`src/rtl/game_timer_pkg.sv`:
```
// Shared definitions for the round timer: time-word layout, state encoding
// and the seconds/minutes increment rule.
package game_timer_pkg;

  localparam int TIME_BUS_SIZE = 12;
  localparam int SEC_MAX       = 59;

  typedef enum logic [1:0] {
    TMR_IDLE = 2'd0,
    TMR_RUN  = 2'd1,
    TMR_DONE = 2'd2
  } tmr_state_e;

  typedef struct packed {
    logic [5:0] min;
    logic [5:0] sec;
  } game_time_t;

  function automatic game_time_t time_inc(input game_time_t t);
    game_time_t r;
    if (t.sec < 6'(SEC_MAX)) begin
      r.min = t.min;
      r.sec = t.sec + 6'd1;
    end else begin
      r.min = t.min + 6'd1;
      r.sec = 6'd0;
    end
    return r;
  endfunction

endpackage

```
`src/rtl/game_timer_tick_divider.sv`:
```
// Prescaler: counts enabled clocks 0..CLK_FREQ-1 and flags the wrap cycle.
// Holds its count whenever en is low; clear returns it to zero.
module tick_divider #(
  parameter int CLK_FREQ = 65_000_000
) (
  input  logic pclk,
  input  logic rst,
  input  logic clear,
  input  logic en,
  output logic tick
);

  localparam int CNT_W = (CLK_FREQ > 1) ? $clog2(CLK_FREQ) : 1;
  localparam logic [CNT_W-1:0] LAST = CNT_W'(CLK_FREQ - 1);

  logic [CNT_W-1:0] cnt_q, cnt_d;

  assign tick = en && (cnt_q == LAST);

  always_comb begin
    cnt_d = cnt_q;
    if (clear) begin
      cnt_d = '0;
    end else if (en) begin
      cnt_d = tick ? '0 : cnt_q + CNT_W'(1);
    end
  end

  always_ff @(posedge pclk or posedge rst) begin
    if (rst) begin
      cnt_q <= '0;
    end else begin
      cnt_q <= cnt_d;
    end
  end

endmodule

```
`src/rtl/game_timer.sv`:
```
// Round play-time counter: start/pause/stop/timeout FSM over a 1 Hz prescaler,
// producing the {minutes, seconds} word and the overlay enable level.
module game_timer
  import game_timer_pkg::*;
#(
  parameter int CLK_FREQ    = 65_000_000,
  parameter int MAX_MINUTES = 59
) (
  input  logic                     pclk,
  input  logic                     rst,
  input  logic                     start,
  input  logic                     pause,
  input  logic                     stop,
  output logic [TIME_BUS_SIZE-1:0] game_time,
  output logic                     second_tick,
  output logic                     running,
  output logic                     finished
);

  localparam game_time_t TIME_LIMIT = '{min: 6'(MAX_MINUTES), sec: 6'(SEC_MAX)};

  tmr_state_e state_q, state_d;
  game_time_t time_q, time_d;
  logic       tick_q, tick_d;
  logic       presc_en, presc_tick;

  // A stop in the wrap cycle must swallow the increment, so it also gates the prescaler.
  assign presc_en = (state_q == TMR_RUN) && !pause && !stop;

  tick_divider #(
    .CLK_FREQ(CLK_FREQ)
  ) u_div (
    .pclk (pclk),
    .rst  (rst),
    .clear(start),
    .en   (presc_en),
    .tick (presc_tick)
  );

  always_comb begin
    state_d = state_q;
    time_d  = time_q;
    tick_d  = 1'b0;
    if (start) begin
      state_d = TMR_RUN;
      time_d  = '0;
    end else if (state_q == TMR_RUN) begin
      if (stop) begin
        state_d = TMR_DONE;
      end else if (presc_tick) begin
        time_d = time_inc(time_q);
        tick_d = 1'b1;
        if (time_d == TIME_LIMIT) state_d = TMR_DONE;
      end
    end
  end

  always_ff @(posedge pclk or posedge rst) begin
    if (rst) begin
      state_q <= TMR_IDLE;
      time_q  <= '0;
      tick_q  <= 1'b0;
    end else begin
      state_q <= state_d;
      time_q  <= time_d;
      tick_q  <= tick_d;
    end
  end

  assign game_time   = time_q;
  assign second_tick = tick_q;
  assign running     = (state_q == TMR_RUN);
  assign finished    = (state_q == TMR_DONE);

endmodule
```
`config.mk`:
```
export PLATFORM = sky130hd
export DESIGN_NAME = game_timer
export DESIGN_NICKNAME = d
export VERILOG_FILES = /design/src/rtl/game_timer_pkg.sv /design/src/rtl/game_timer_tick_divider.sv /design/src/rtl/game_timer.sv
export SDC_FILE = /design/constraint.sdc
export NUM_CORES = 1
export LEC_CHECK = 0
export CORE_MARGIN = 5
export CORE_UTILIZATION = 60
export CTS_BUF_LIST = sky130_fd_sc_hd__clkbuf_8
export DETAILED_ROUTE_END_ITERATION = 16
export HOLD_SLACK_MARGIN = 0.06
export PLACE_DENSITY = 0.82
export SETUP_SLACK_MARGIN = 0.1
export SLEW_MARGIN = 25
export SYNTH_ARGS = -nofsm -noshare
export SYNTH_HDL_FRONTEND = slang
export SYNTH_SLANG_ARGS = --single-unit
```
`constraint.sdc`:
```
create_clock -name pclk -period 2.6 [get_ports pclk]
set_input_delay 0.39 -clock pclk [delete_from_list [all_inputs] [get_ports pclk]]
set_output_delay 0.39 -clock pclk [all_outputs]
set_load 0.05 [all_outputs]
```
; Yosys cells after proc, flatten, opt, wreduce, memory -nomap -nowiden
; Index checks and enable logic that the tools add are counted.
; Widths: inputs -> output; s select.
[word_totals]
register_bits = 41
latchBits = 0
mem_bits_rw = 0
romBits = 0
inputBits = 5
output_inout_bits = 15
word_cells = 47
memories = 0
[op_classes]
add_sub_neg = 3
multipliers = 0
n_div = 0
n_lt_le_gt_ge = 1
n_eq_ne = 5
shifts = 0
mux = 21
n_bitwise = 0
n_reduce_logical = 12
[ops]
columns = op, n
row1 = $mux 12, 9
row2 = $mux 26, 3
row3 = $add 26x1->26 const B, 1
row4 = $eq 26x26->1 const B, 1
row5 = $add 6x1->6 const B, 2
row6 = $eq 12x12->1 const B, 1
row7 = $mux 2, 5
row8 = $lt 6x6->1 const B, 1
row9 = $reduce_and 3->1, 2
row10 = $reduce_bool 2->1, 3
row11 = $reduce_bool 3->1, 2
row12 = $mux 1, 4
row13 = $logic_and 1x1->1, 3
row14 = $eq 2x1->1 const B, 1
row15 = $eq 2x2->1 const B, 1
row16 = $logic_not 1->1, 2
row17 = $ne 2x2->1 const B, 1

; Logic depth before layout (Yosys ltp)
; Gate-level depths: netlist (run 1).
[depth]
depth_word = 14
depth_mapped = 9
mapped_depth_nobuf = 6

; Hierarchy
; A second synthesis (run 1) with hierarchy kept.
[hier_totals]
hier_cells = 275
area_unflattened_um2 = 2498.6
[by_module_without_submodules]
columns = mod, n_inst, cells_per_inst, area_per_inst_um2, seq_area_each_um2
row1 = tick_divider, 1, 175, 1619.1, 650.6
row2 = game_timer, 1, 100, 879.6, 375.4

; Worst setup path before layout (run 1)
; OpenSTA, ideal clock, no wires.
[synth_path]
kind = flip-flop to flip-flop
startpoint = reg time_q, in the netlist game_time[0]
endpoint = reg time_q, in the netlist game_time[11]
setup_time_ps = 78
arrival_time_ps = 2261
required_ps = 2522
path_slack_ps = 261
path_stages_with_launch = 7
path_buffers = 0
synth_period_minus_slack_ps = 2339
path_cell_list = dfrtp_1 -> ha_1 -> o2111a_1 -> nand3_1 -> or4_1 -> or3_1 -> a21oi_1
[synth_via]
elab_chain_cells = 10
[synth_rtl]
columns = element, line
row1 = start: declaration, game_timer.sv:23  ; game_time_t time_q, time_d;
row2 = start signal: assignment, game_timer.sv:65  ; time_q <= time_d;
row3 = $lt 6x6->1, game_timer_pkg.sv:21  ; if (t.sec < 6'(SEC_MAX)) begin
row4 = $mux 12, game_timer_pkg.sv:21
row5 = $mux 12, game_timer.sv:50  ; end else if (presc_tick) begin
row6 = $mux 12, game_timer.sv:48  ; if (stop) begin
row7 = $mux 12, game_timer.sv:47  ; end else if (state_q == TMR_RUN) begin
row8 = $mux 12, game_timer.sv:44  ; if (start) begin
row9 = $mux 12, game_timer.sv:50
row10 = $mux 12, game_timer.sv:48
row11 = $mux 12, game_timer.sv:47
row12 = $mux 12, game_timer.sv:44
; Every way passes these cells. The select of a mux whose other input is x is not followed.
; A chain may end at the register's enable or synchronous reset.

; Worst setup path in the final report (run 1)
[layout_path]
startpoint = in pause
endpoint = reg time_q, in the netlist game_time[10]
[layout_via]
elab_chain_cells = 6
[layout_rtl]
columns = element, line
row1 = start: declaration, game_timer.sv:12  ; input logic pause,
row2 = $logic_not 1->1, game_timer.sv:28  ; assign presc_en = (state_q == TMR_RUN) && !pause && !stop;
row3 = $logic_and 1x1->1 (2 in a row), game_timer.sv:28
row4 = $logic_and 1x1->1, game_timer_tick_divider.sv:18  ; assign tick = en && (cnt_q == LAST);
row5 = $reduce_bool 2->1 (no line), -
row6 = $reduce_and 3->1 (no line), -
; Every way passes these cells.

==> impl_metrics.toml, run 1 <==
[power]
power_frac_comb = 0.072
power_switching_uw = 261
power_uw = 1110
switching_share = 0.235
seqPwrFrac = 0.582
vdd_drop_max_v = 0.000250
clkPwrFrac = 0.346
p_leak_uw = 0.00114
intPower_uw = 850
powerDensity_nw_per_um2 = 406

[timing]
max_freq_mhz = 421
timing.hold.ws_ps = 535
period_needed_ps = 2370
worstMarginPinSlew_ps = 522
max_slew_margin = 0.651
fin_ws_ps = 226
maxSlewViolCount = 0
min_period_over_period = 0.913
setup_viol_count_final = 0
final-hold-violation-count = 0
rsz0062_at_grt = "no"
finalClockSkew_ps = 7.95

[clock_tree]
cts-root-buf = "clkbuf_8"
h-tree-depth = 2
clkLatencyLatePin_ps = 290
clk_path_buf_depth = 2
ctsResizeCount = 0
cts_tree = "yes"
clkTransAtPathRegs_ps = 80
hold_buffers = 0
postCtsSetupRepairBufs = 0
cts.sinks = 41
cts_buffers = 5

[floorplan]
core_area_um2 = 3720
io_pins = 20
dieArea_um2 = 5250
die_x_um = 72.4
start_util = 0.629
die_y_um = 72.4
rows = 22

[critical_path]
critPathRequiredTime_ps = 2820
worstPathCellList = "clkdlybuf4s50_1 > or4b_1 > nor3_4 > nand3_2 > or4_1 > a21oi_1"
critPathCaptureType = "register"
r2r-end = "game_time[10]"
crit_arrival_ps = 2590
r2r_cells = 5
crit_slowest_cell = "or4b_1"
reg2reg_from = "state_q[1]"
path_max_fanout = 12
startpoint_type = "input pin"
max_stage_delay_ps = 590
r2r_setup_slack_ps = 300
crit_type = "in2reg"

[synth]
async_flop_share = 1.00
ys_warn_count = 0
ys_seq_area_frac = 0.439
ys_ff_latch = 41
synth_area_um2 = 2340
ys_types = 49
synth_edf_count = 0
synth.avg_cell_area_um2 = 9.13
syn_inst = 256
syn-num-nets = 264
synth_flop_cell = "dfrtp_1"

[job]
cap_violations = 0

[grt]
grt_max_degree = 42
grt_pass1_wl_um = 8900
grt_usage = 0.214
grt_pass1_vias = 1875
antenna_found_initial = 0
grt.overflow.total = 0

[placed_design]
portBuffers = 19
gp_congestion = 0.842
dp_hpwl_um = 3740
pre_cts_slack_ps = -61.6

[routing]
post_drt_wl_per_cell_um = 15.8
drt-total-wl_um = 5300
drc = 0
first_iter_violations = 225
avgViaCountPerCell = 5.94
num_vias = 1990
drt-pass1-iter-count = 4
drtAntennaViolNets = 0

[final_layout]
area_growth_pct = 16.9
final_util = 0.736
final_nets = 294
drive_gt1_frac = 0.108
diodes = 0

[run_status]
status = "completed"

[hold_path]
min_path_type = "in2async"
==> worst max path at each step <==
stage / startpoint / to / slack, ps / cells past startpoint
final: pause / game_time[10] / 230 / 6
after floorplan: game_time[0] / game_time[11] / 260 / 6
after CTS: pause / game_time[10] / 220 / 6
after global routing: pause / game_time[10] / 140 / 6
after global placement: pause / game_time[2] / 2 / 6
after detailed placement: pause / game_time[10] / -60 / 6
==> placed cells by master, fill, tap and decap left out, types with 2 or more instances in the layout <==
cell	n
clkbuf_8	5
nand2_1	21
mux2i_1	2
nand4_1	10
o2111ai_1	5
or2_2	3
or3_2	2
ha_1	3
nor2_1	39
nor4b_1	2
inv_1	7
buf_4	14
or4b_1	2
dfrtp_1	41
xor2_1	9
a211oi_1	2
and3_1	9
nor3_1	4
o21ai_0	7
nand4b_1	3
clkdlybuf4s50_1	19
xnor2_1	13
a31oi_1	3
o32ai_1	2
nor4_1	2
nand3_1	10
and4_1	3
and2_1	4
a21oi_1	16
or4_1	2
nand2b_1	3
or3_1	2
==> per-stage QoR <==
step                instances  TNS, ps  cell area, um^2
finish                    335        0             2730
global route              335        0             2730
CTS                       335        0             2730
detailed placement        327     -160             2650
global placement          327        0             2650
floorplan                 256        0             2340
==> state kept, by name (all words and copies together), names as in the netlist <==
| register | cells |
|---|---|
| state_q | 2 |
| game_time | 12 |
| second_tick | 1 |
| u_div.cnt_q | 26 |
==> synth_stat cells, types with 2 or more instances <==
cell type  count  area share
dfrtp_1       41        0.44
nor2_1        39       0.063
nand2_1       21       0.034
a21oi_1       16       0.034
xnor2_1       13       0.049
nand3_1       10       0.021
nand4_1       10       0.027
and3_1         9       0.024
xor2_1         9       0.034
o21ai_0        7       0.015
clkbuf_1       6      0.0096
o2111ai_1      5       0.019
and2_1         4       0.011
inv_1          4      0.0064
nor3_1         4      0.0086
a31oi_1        3      0.0080
and4_1         3       0.011
buf_2          3      0.0064
ha_1           3       0.016
nand2b_1       3      0.0080
nand4b_1       3       0.011
or2_2          3      0.0080
a211oi_1       2      0.0064
buf_6          2      0.0096
mux2i_1        2      0.0086
nor4_1         2      0.0053
nor4b_1        2      0.0075
o32ai_1        2      0.0075
or3_1          2      0.0053
or3_2          2      0.0064
or4_1          2      0.0064
or4b_1         2      0.0086
==> worst max-delay path: cells and delay by family <==
kind | cells | cell delay, ps
buffers and inverters | 1 | 430
AOI/OAI and AO/OA | 1 | 160
and+or+nand+nor | 4 | 1600
==> cell families (layout without fill, tap and decap cells) <==
group / count (synthesis) / after routing / share of synthesized area
multiplexers: 2 / 2 / 0.00856
adder cells (fa/ha/maj): 3 / 3 / 0.0161
XOR/XNOR: 22 / 22 / 0.0824
AND/OR/NAND/NOR: 132 / 132 / 0.311
AO/OA/AOI/OAI: 41 / 41 / 0.111
buffers and inverters: 15 / 46 / 0.0321
flip-flops: 41 / 41 / 0.439
==> layout make-up <==
class                      instances  area (um^2)
fill                             291          982
clock inverter                     3         11.3
sequential                        41         1030
tap                               48         60.1
inverter                           4         15.0
multi-input combinational        200         1240
timing repair buffer              34          315
clock buffer                       5         68.8
==> per-layer routing <==
layer,routed length (um),track usage,part of all wire
met5,0,0,0
met4,89,0.0594,0.017
met3,269,0.0346,0.051
met2,2490,0.344,0.47
met1,2450,0.302,0.46
==> power by group through the flow <==
stage,Sequential (uW),Clock [uW],Combinational [uW]
final,647,384,80.3
after global routing,647,425,86.8
after floorplan,657,0,48.4
after CTS,646,394,81.5
after detailed placement,659,0,81.2
after global placement,659,0,78.6
Note: power is estimated with default switching activity, not from simulation.
==> run 2: changes to the inputs <==
CORE_UTILIZATION = 64   (was 60)
PLACE_DENSITY = 0.87   (was 0.82)
SETUP_SLACK_MARGIN = 0.05   (was 0.1)
clock period = 2.8 ns   (was 2.6 ns; I/O delays follow)
==> run 2 against run 1 <==
First-iteration DRC count fell by 9.8%. Non-clock buffer count fell by 6. Sequential share of layout area rose by 0.31 points. Critical endpoint is now game_time[1].
==> impl_metrics.toml, run 2 (synthesized netlist as in run 1, its figures left out) <==
[routing]
drt-total-wl_um = 5330
post_drt_wl_per_cell_um = 16.2
drtAntennaViolNets = 0
drc = 0
drt-pass1-iter-count = 4
first_iter_violations = 203
num_vias = 2018
avgViaCountPerCell = 6.13

[critical_path]
crit_type = "in2reg"
startpoint_type = "input pin"
critPathCaptureType = "register"
path_max_fanout = 12
critPathRequiredTime_ps = 3020
crit_arrival_ps = 2680

[placed_design]
dp_hpwl_um = 3790
portBuffers = 19
gp_congestion = 0.924
placed_cells = 321

[power]
vdd_drop_max_v = 0.000335
powerDensity_nw_per_um2 = 429
p_leak_uw = 0.00111

[grt]
grt_max_degree = 19
grt_pass1_vias = 2088
grt.overflow.total = 0
grt_pass1_wl_um = 9580
antenna_found_initial = 0
grt_usage = 0.238

[clock_tree]
cts_buffers = 5
clk_path_buf_depth = 2
h-tree-depth = 2
postCtsSetupRepairBufs = 0
ctsResizeCount = 0
cts-root-buf = "clkbuf_8"
clkLatencyLatePin_ps = 300
cts_tree = "yes"
cts.sinks = 41
clkTransAtPathRegs_ps = 90
hold_buffers = 0

[timing]
maxSlewViolCount = 0
final-hold-violation-count = 0
setup_viol_count_final = 0
finalClockSkew_ps = 10.8
setup_tns_ps = 0
worstMarginPinSlew_ps = 585
period_needed_ps = 2450
max_freq_mhz = 407
max_slew_margin = 0.609
min_period_over_period = 0.876
rsz0062_at_grt = "no"

[floorplan]
start_util = 0.649
dieArea_um2 = 4960
io_pins = 20
die_y_um = 70.4
die_x_um = 70.4
rows = 22
core_area_um2 = 3610

[hold_path]
min_path_type = "in2async"

[final_layout]
final_nets = 288
stdcell_count = 329
final_util = 0.752
area_growth_pct = 15.9
drive_gt1_frac = 0.0996
max_flop_register = "u_div.cnt_q"
final.fill_count = 257
diodes = 0
largest_reg_flops = 26
final_cell_mix = "dfrtp_1, nor2_1, nand2_1"
final_common_cell = "dfrtp_1"

[job]
cap_violations = 0

[run_status]
status = "completed"
## run 2: changes by cell type in the layout (fill, tap and decap cells not counted)
cell        before  now
buf_4           14    9
inv_1            7    4
buf_12           1    0
bufinv_16        0    1
clkinv_4         0    1
clkinvlp_4       0    1
## run 2: metal layers
metal | global-route usage | part of all wire | vias to the layer above
li1 | - | - | 964
met4 | 0.0936 | 0.023 | 0
met3 | 0.0619 | 0.060 | 11
met5 | 0 | 0 | -
met2 | 0.404 | 0.50 | 58
met1 | 0.285 | 0.41 | 985
## run 2: worst max-delay path, cell delays in order
cell	delay [ps]
clkdlybuf4s50_1	440
or4b_1	600
nor3_4	240
nand3_2	240
buf_4	240
or3b_1	350
a21oi_1	160
## run 2: cell type report
| type | count | area (um^2) | area share |
|---|---|---|---|
| inverters | 4 | 15.0 | 0.00554 |
| well taps | 48 | 60.1 | 0.0222 |
| multi-input cells | 200 | 1240 | 0.456 |
| repair buffers | 28 | 258 | 0.0951 |
| clock inverters | 3 | 46.3 | 0.0171 |
| clock buffers | 5 | 68.8 | 0.0254 |
| flip-flops and latches | 41 | 1030 | 0.378 |
## run 2: through the flow
| stage | worst slack, ps | hold WS [ps] | instance area, um^2 | power, uW |
|---|---|---|---|---|
| after floorplan | 461 | 503 | 2340 | 655 |
| after global placement | 149 | 522 | 2600 | 681 |
| after detailed placement | 52.2 | 531 | 2600 | 683 |
| after CTS | 350 | 468 | 2710 | 1170 |
| after global routing | 252 | 492 | 2710 | 1210 |
| final | 346 | 447 | 2710 | 1160 |
## run 2: worst paths after layout
check | from | to | slack (ps) | depth (start not counted)
setup reg to reg | state_q[1] | game_time[1] | 450 | 6
hold reg to reg | u_div.cnt_q[19] | u_div.cnt_q[19] | 550 | 2
hold / removal | rst | u_div.cnt_q[9] | 450 | 2
setup / recovery | pause | game_time[1] | 350 | 7
min in group pclk | u_div.cnt_q[19] | u_div.cnt_q[19] | 550 | 2
max in group asynchronous | rst | game_time[1] | 1740 | 3
## run 2: report_power, final
group | internal (uW) | switching [uW] | leakage (uW)
combinational | 24.6 | 46.2 | 0.000492
clock | 267 | 224 | 0.0000543
sequential | 595 | 4.85 | 0.000568
